## src/rtl/mem_arb_pkg.sv

```systemverilog
// Shared types for the unified-memory port arbiter: FSM states, access owner and
// a width helper for the down-counters.
package mem_arb_pkg;

  typedef enum logic [1:0] {
    ARB_IDLE   = 2'd0,
    ARB_ACCESS = 2'd1,
    ARB_RESP   = 2'd2
  } arb_state_t;

  typedef enum logic {
    OWN_IF = 1'b0,
    OWN_DM = 1'b1
  } arb_owner_t;

  // Bits needed to hold values 0..n-1, never less than one.
  function automatic int cntWidth(input int n);
    return (n > 1) ? $clog2(n) : 1;
  endfunction

endpackage

```

## src/rtl/mem_port_arbiter_pick.sv

```systemverilog
// Combinational winner select between the fetch and data ports.
// Data wins by default; a starved fetch wins once the counter reaches its limit.
module arb_pick
  import mem_arb_pkg::*;
#(
  parameter int STARVE_MAX = 3,
  parameter int SC_W       = cntWidth(STARVE_MAX + 1)
) (
  input  logic            ifReq,
  input  logic            dmReq,
  input  logic [SC_W-1:0] starveCnt,
  output logic            anyReq,
  output logic            grantIf
);

  assign anyReq  = ifReq | dmReq;
  assign grantIf = ifReq & (~dmReq | (starveCnt == SC_W'(STARVE_MAX)));

endmodule

```

## src/rtl/mem_port_arbiter.sv

```systemverilog
// Shares one single-ported memory between instruction fetch and data load/store,
// sequencing each access over MEM_LAT cycles and returning a one-cycle ack.
//
// state      | meaning
// ARB_IDLE   | no access in flight; sample requests, pick winner, raise strobes
// ARB_ACCESS | strobes held, latency counter running down to zero
// ARB_RESP   | winner's ack high for this single cycle
module mem_port_arbiter
  import mem_arb_pkg::*;
#(
  parameter int ADDR_W     = 32,
  parameter int DATA_W     = 32,
  parameter int MEM_LAT    = 1,
  parameter int STARVE_MAX = 3
) (
  input  logic              clk,
  input  logic              rst,
  input  logic              if_req,
  input  logic [ADDR_W-1:0] if_addr,
  output logic              if_ack,
  output logic [DATA_W-1:0] if_rdata,
  input  logic              dm_req,
  input  logic              dm_we,
  input  logic [ADDR_W-1:0] dm_addr,
  input  logic [DATA_W-1:0] dm_wdata,
  output logic              dm_ack,
  output logic [DATA_W-1:0] dm_rdata,
  output logic [ADDR_W-1:0] mem_addr,
  output logic [DATA_W-1:0] mem_wdata,
  output logic              mem_read,
  output logic              mem_write,
  input  logic [DATA_W-1:0] mem_rdata,
  output logic              stall
);

  localparam int CNT_W = cntWidth(MEM_LAT);
  localparam int SC_W  = cntWidth(STARVE_MAX + 1);

  if (MEM_LAT < 1) begin : gBadLat
    $error("mem_port_arbiter: MEM_LAT must be at least 1");
  end

  arb_state_t       state;
  arb_owner_t       owner;
  logic [CNT_W-1:0] cnt;
  logic [SC_W-1:0]  starveCnt;
  logic             anyReq;
  logic             grantIf;

  arb_pick #(
    .STARVE_MAX (STARVE_MAX),
    .SC_W       (SC_W)
  ) uPick (
    .ifReq     (if_req),
    .dmReq     (dm_req),
    .starveCnt (starveCnt),
    .anyReq    (anyReq),
    .grantIf   (grantIf)
  );

  always_ff @(posedge clk) begin
    if (rst) begin
      state     <= ARB_IDLE;
      owner     <= OWN_IF;
      cnt       <= '0;
      starveCnt <= '0;
      mem_addr  <= '0;
      mem_wdata <= '0;
      mem_read  <= 1'b0;
      mem_write <= 1'b0;
      if_ack    <= 1'b0;
      dm_ack    <= 1'b0;
      if_rdata  <= '0;
      dm_rdata  <= '0;
    end else begin
      if_ack <= 1'b0;
      dm_ack <= 1'b0;
      unique case (state)
        ARB_IDLE: begin
          if (anyReq) begin
            owner     <= grantIf ? OWN_IF : OWN_DM;
            mem_addr  <= grantIf ? if_addr : dm_addr;
            mem_read  <= grantIf | ~dm_we;
            mem_write <= ~grantIf & dm_we;
            cnt       <= CNT_W'(MEM_LAT - 1);
            if (!grantIf) begin
              mem_wdata <= dm_wdata;
            end
            // Only data grants that actually kept a fetch waiting count as starvation.
            if (grantIf) begin
              starveCnt <= '0;
            end else if (if_req && (starveCnt != SC_W'(STARVE_MAX))) begin
              starveCnt <= starveCnt + 1'b1;
            end
            state <= ARB_ACCESS;
          end
        end
        ARB_ACCESS: begin
          if (cnt == '0) begin
            if (mem_read) begin
              if (owner == OWN_IF) begin
                if_rdata <= mem_rdata;
              end else begin
                dm_rdata <= mem_rdata;
              end
            end
            if (owner == OWN_IF) begin
              if_ack <= 1'b1;
            end else begin
              dm_ack <= 1'b1;
            end
            mem_read  <= 1'b0;
            mem_write <= 1'b0;
            state     <= ARB_RESP;
          end else begin
            cnt <= cnt - 1'b1;
          end
        end
        ARB_RESP: begin
          state <= ARB_IDLE;
        end
        default: begin
          state <= ARB_IDLE;
        end
      endcase
    end
  end

  assign stall = (if_req & ~if_ack) | (dm_req & ~dm_ack);

endmodule

```

## config.mk

```make
export PLATFORM = sky130hd
export DESIGN_NAME = mem_port_arbiter
export DESIGN_NICKNAME = d
export VERILOG_FILES = /design/src/rtl/mem_arb_pkg.sv /design/src/rtl/mem_port_arbiter_pick.sv /design/src/rtl/mem_port_arbiter.sv
export SDC_FILE = /design/constraint.sdc
export NUM_CORES = 1
export LEC_CHECK = 0
export ABC_CLOCK_PERIOD_IN_PS = 2000
export BUFFER_PORTS_ARGS = -buffer_cell sky130_fd_sc_hd__buf_2
export CAP_MARGIN = 20
export CORE_MARGIN = 2
export CORE_UTILIZATION = 45
export CTS_CLUSTER_DIAMETER = 40
export DETAILED_ROUTE_END_ITERATION = 16
export GPL_ROUTABILITY_DRIVEN = 0
export PLACE_DENSITY = 0.8
export SYNTH_ARGS = -nofsm -noshare
export SYNTH_HDL_FRONTEND = slang
export SYNTH_HIERARCHICAL = 1
export SYNTH_SLANG_ARGS = --single-unit
```

## constraint.sdc

```tcl
create_clock -name clk -period 2 [get_ports clk]
set_input_delay 0.4 -clock clk [delete_from_list [all_inputs] [get_ports clk]]
set_output_delay 0.4 -clock clk [all_outputs]
set_load 0.005 [all_outputs]
```

# After elaboration in Yosys (flattened, before gate mapping)
# Cells that the tools add are included.
# word_totals
inputBits,133
word_cells,65
register_bits,138
output_inout_bits,133
# classes
eq_ne,5
n_bitwise,16
muxes,17
addsub,2
reduce_logical,13
# ops
operator,n
$mux W32,1
$reduce_and A3 Y1,3
$mux W1,8
$mux W2,4
$not A1 Y1,8
$reduce_and A4 Y1,2
$ne A2 B2 Y1 const B,3
$pmux W1 S2,3
$reduce_and A2 Y1,3
$and A1 B1 Y1,4
$or A1 B1 Y1,4
$pmux W2 S2,1
$reduce_bool A2 Y1,2
$reduce_or A3 Y1,1
$add A2 B1 Y2 const B,1
$eq A2 B1 Y1 const B,1
$eq A2 B2 Y1 const B,1
$logic_not A2 Y1,1
$logic_and A1 B1 Y1,1
$sub A1 B1 Y1 const B,1

# Logic depth before layout (Yosys ltp)
# depth
ltp_word,7
depth_mapped,8
mapped_depth_nobuf,5

# Cells and area by module
# Netlist, hierarchy kept.
# modules_own_cells
mod,n_inst,area_per_inst_um2,cells_each,seq_area_each_um2
mem_port_arbiter,1,5128.7,606,2742.6
arb_pick,1,17.5,3,0.0

# Worst setup path after synthesis
# OpenSTA, ideal clock, no wires.
# synth_timing
path_type,input to register
startpoint,in if_req
endpoint,reg mem_wdata[10]
path_buffers,3
t_arrival_ns,1.533
stages,7
setup_time_ns,0.132
setup_slack_ns,0.334
path_cell_list,a21boi_1 buf_2 or4b_4 buf_6 buf_6 nand2_1 a21oi_1
# synth_between
elab_chain_len,3
# synth_lines
item,line_no,rtl
"start, declared",mem_port_arbiter.sv:18,"input logic if_req,"
$and A1 B1 Y1,mem_port_arbiter_pick.sv:17,assign grantIf = ifReq & (~dmReq | (starveCnt == SC_W'(STARVE_MAX)));
$not A1 Y1 (no line),n/a,
$reduce_and A3 Y1 (no line) *,n/a,
"end signal, assigned",mem_port_arbiter.sv:87,mem_wdata <= dm_wdata;
"end, declared",mem_port_arbiter.sv:29,"output logic [DATA_W-1:0] mem_wdata,"
# Mark *: on every way between the ends. The rest lies on a longest branch, timed or not.
# A chain may end at the register's enable or synchronous reset.

# Worst setup path after layout
# layout_timing
startpoint,reg starveCnt[0]
endpoint,reg mem_wdata[7]
# layout_between
elab_chain_len,5
# layout_lines
item,line_no,rtl
"start, declared",mem_port_arbiter.sv:46,logic [SC_W-1:0] starveCnt;
"start signal, assigned",mem_port_arbiter.sv:93,starveCnt <= starveCnt + 1'b1;
$eq A2 B2 Y1,mem_port_arbiter_pick.sv:17,
$or A1 B1 Y1,mem_port_arbiter_pick.sv:17,
$and A1 B1 Y1,mem_port_arbiter_pick.sv:17,
via grantIf,mem_port_arbiter.sv:48,logic grantIf;
$not A1 Y1 (no line),n/a,
$reduce_and A3 Y1 (no line),n/a,
# The timed path passes the listed nets, and every way through them passes these cells.

==> results.py <==
metrics = {
    "global_route": {
        "grt_pass1_vias": 4648,
        "grt_max_degree": 60,
        "grt_pass1_wl_um": 22200,
        "antenna_found_initial": 0,
        "grt.overflow.total": 0,
        "grtUsageTotal_pct": 21.9,
    },
    "clocking": {
        "ctsHoldBuffers": 0,
        "clkLatencyLatePin_ps": 410,
        "clock_sinks": 137,
        "clk_pin_slew_ps": 60,
        "postCtsResizedCells": 0,
        "post_cts_buffers": 0,
        "numCtsBuffers": 17,
        "cts_root_buf": "clkbuf_16",
        "cts_max_level": 4,
        "cts_tree": "done",
        "clock_path_buffers": 2,
    },
    "floorplanning": {
        "ios": 266,
        "die_h_um": 111,
        "start_util_pct": 45.7,
        "die-area_um2": 12300,
        "coreArea_um2": 11300,
        "placementRows": 39,
        "fp.dieW_um": 111,
    },
    "cells_and_area": {
        "drive_gt1_share_pct": 36.1,
        "layoutNonFillerInstCount": 1010,
        "final_area_um2": 7210,
        "synthToLayoutAreaGrowth_pct": 40.1,
        "nets": 988,
        "post-route-util_pct": 63.9,
        "antenna_cells": 0,
    },
    "placed_design": {
        "placed_area_um2": 6600,
        "placed_cells_incl_taps": 978,
        "io_buffers": 265,
        "dp_hpwl_um": 9640,
    },
    "yosys": {
        "yosys_register_bits": 137,
        "syn_avg_cell_area_um2": 8.45,
        "yosysSeqAreaShare_pct": 53.3,
        "yosys.area.top_type": "dfxtp_1",
        "synth_warnings": 6,
        "synth_nets": 743,
        "synthTopCellsByArea": "dfxtp_1 53%, nand2_1 14%, a21oi_1 9.6%",
        "syn_area_um2": 5150,
        "synth_top_area_share_pct": 53.3,
        "ys_types": 31,
        "synthCells": 609,
    },
    "drt": {
        "vias": 5003,
        "detail_route.vias_per_cell": 4.95,
        "drt-pass1-iter-count": 4,
        "ant_nets": 0,
        "drt_iter0_drc": 357,
        "drc_errors": 0,
        "wl_per_cell_um": 13.4,
        "wirelength_um": 13500,
    },
    "timing": {
        "setup_violations": 0,
        "skew_ps": 4.94,
        "rsz0062_at_grt": "false",
        "period_minus_slack_ps": 1590,
        "period_share_pct": 79.4,
        "timing.fmax_mhz": 630,
        "worstMarginPinSlew_ps": 453,
        "maxSlewHeadroom_pct": 69.7,
        "maxSlewViolCount": 0,
        "tns_ps": 0,
        "hold_viol_final": 0,
    },
    "power": {
        "power.leakage_nw": 3.31,
        "ir_drop_v": 0.000663,
        "switching_share_pct": 23.4,
        "power_frac_seq_pct": 43.1,
        "finalPower_w": 0.00690,
        "p_clk_share_pct": 45.3,
        "p_comb_share_pct": 11.5,
        "p_switching_w": 0.00161,
        "power_density_nw_per_um2": 957,
        "internal_power_w": 0.00529,
    },
    "worst_setup_path": {
        "crit_fanout": 32,
        "setup.worst_path.start_class": "flip-flop",
        "cp-end-kind": "flip-flop",
        "crit_type": "flip-flop to flip-flop",
        "arrival_ps": 1880,
        "crit_required_ps": 2290,
    },
    "worst_hold_path": {
        "hold_class": "input pin to flip-flop",
    },
    "status": {
        "outcome": "finished clean",
    },
    "flow_run": {
        "max-cap-violations": 0,
    },
}
==> kinds of logic (layout without fill, tap and decap cells) <==
kind of cell             after synthesis  in the layout  synth area share, %
multiplexers                          32             32                 6.22
buffers and inverters                 53            311                 5.15
adder cells (fa/ha/maj)                1              1                0.243
AO/OA/AOI/OAI                        137            137                 15.0
AND/OR/NAND/NOR                      249            249                 20.1
flip-flops                           137            137                 53.3
==> stage by stage <==
| step | hold slack, ps | setup slack (ps) |
|---|---|---|
| floorplan | 453 | 334 |
| global placement | 438 | 296 |
| detailed placement | 444 | 285 |
| CTS | 211 | 408 |
| global route | 226 | 307 |
| finish | 230 | 413 |
==> power groups by stage <==
stage               Clock [W]  Sequential (W)  Combinational [W]
global route          0.00332         0.00300           0.000888
CTS                   0.00319         0.00298           0.000804
finish                0.00313         0.00298           0.000795
detailed placement          0         0.00303           0.000802
floorplan                   0         0.00303           0.000418
global placement            0         0.00303           0.000787
==> worst paths after layout <==
path,startpoint,end,slack (ps),cells after the start
min reg2reg,if_rdata[17],if_rdata[17],450,2
max reg2reg,starveCnt[0],mem_wdata[7],410,5
max,starveCnt[0],mem_wdata[7],410,5
min,dm_wdata[6],mem_wdata[6],230,3
==> layer usage <==
layer	vias to the layer above	GRT usage (%)	wire, um
li1	2521	-	-
met3	26	7.22	1180
met2	211	38.1	6660
met5	-	0	0
met1	2245	24.8	5340
met4	0	8.83	315
==> cell type report <==
type | count | area, um2
Fill cell | 965 | 4060
Clock inverter | 12 | 149
Timing Repair Buffer | 276 | 1500
Clock buffer | 20 | 457
Multi-Input combinational cell | 419 | 2170
Inverter | 3 | 11.3
Tap cell | 143 | 179
Sequential cell | 137 | 2740
==> flip-flops by register name, summed over array words and instances, names as in the netlist, 2 cells and up <==
signal     count
starveCnt      2
mem_wdata     32
mem_addr      32
state          2
dm_rdata      32
if_rdata      32
==> cells in the final DEF (no fill, tap or decap), types with 2 or more instances in the layout <==
cell and n:
nand3_1 3, nand2_1 193, buf_12 7, inv_1 3, clkinvlp_4 4, nor2_1 36
bufinv_16 3, a21oi_1 99, buf_4 5, mux2i_1 32, a211oi_1 32, nand2b_1 3
clkbuf_16 17, buf_2 264, clkbuf_8 2, nand4b_1 2, o21ai_0 3, dfxtp_1 137
clkinv_2 4
==> synthesized netlist by cell type <==
| master | instances |
|---|---|
| nand2_1 | 193 |
| dfxtp_1 | 137 |
| a21oi_1 | 99 |
| nor2_1 | 36 |
| a211oi_1 | 32 |
| mux2i_1 | 32 |
| clkbuf_1 | 26 |
| buf_2 | 17 |
| buf_6 | 5 |
| inv_1 | 3 |
| nand2b_1 | 3 |
| nand3_1 | 3 |
| o21ai_0 | 3 |
| buf_4 | 2 |
| nand4b_1 | 2 |
| a21boi_1 | 1 |
| and2_1 | 1 |
| and4b_1 | 1 |
| ha_1 | 1 |
| nand4bb_1 | 1 |
| nor2b_1 | 1 |
| nor3_1 | 1 |
| nor3b_2 | 1 |
| nor4b_4 | 1 |
| nor4bb_1 | 1 |
| o21a_1 | 1 |
| o22ai_1 | 1 |
| or2_1 | 1 |
| or3_1 | 1 |
| or3b_4 | 1 |
| or4b_4 | 1 |
==> critical path, cell delays in order, from the launching register on <==
cell      delay [ps]
dfxtp_1          340
nand2_1          120
a21boi_4         100
or4b_4           680
nand2_1          140
a21oi_1           70
No activity file was read; power rests on OpenSTA's default activity.
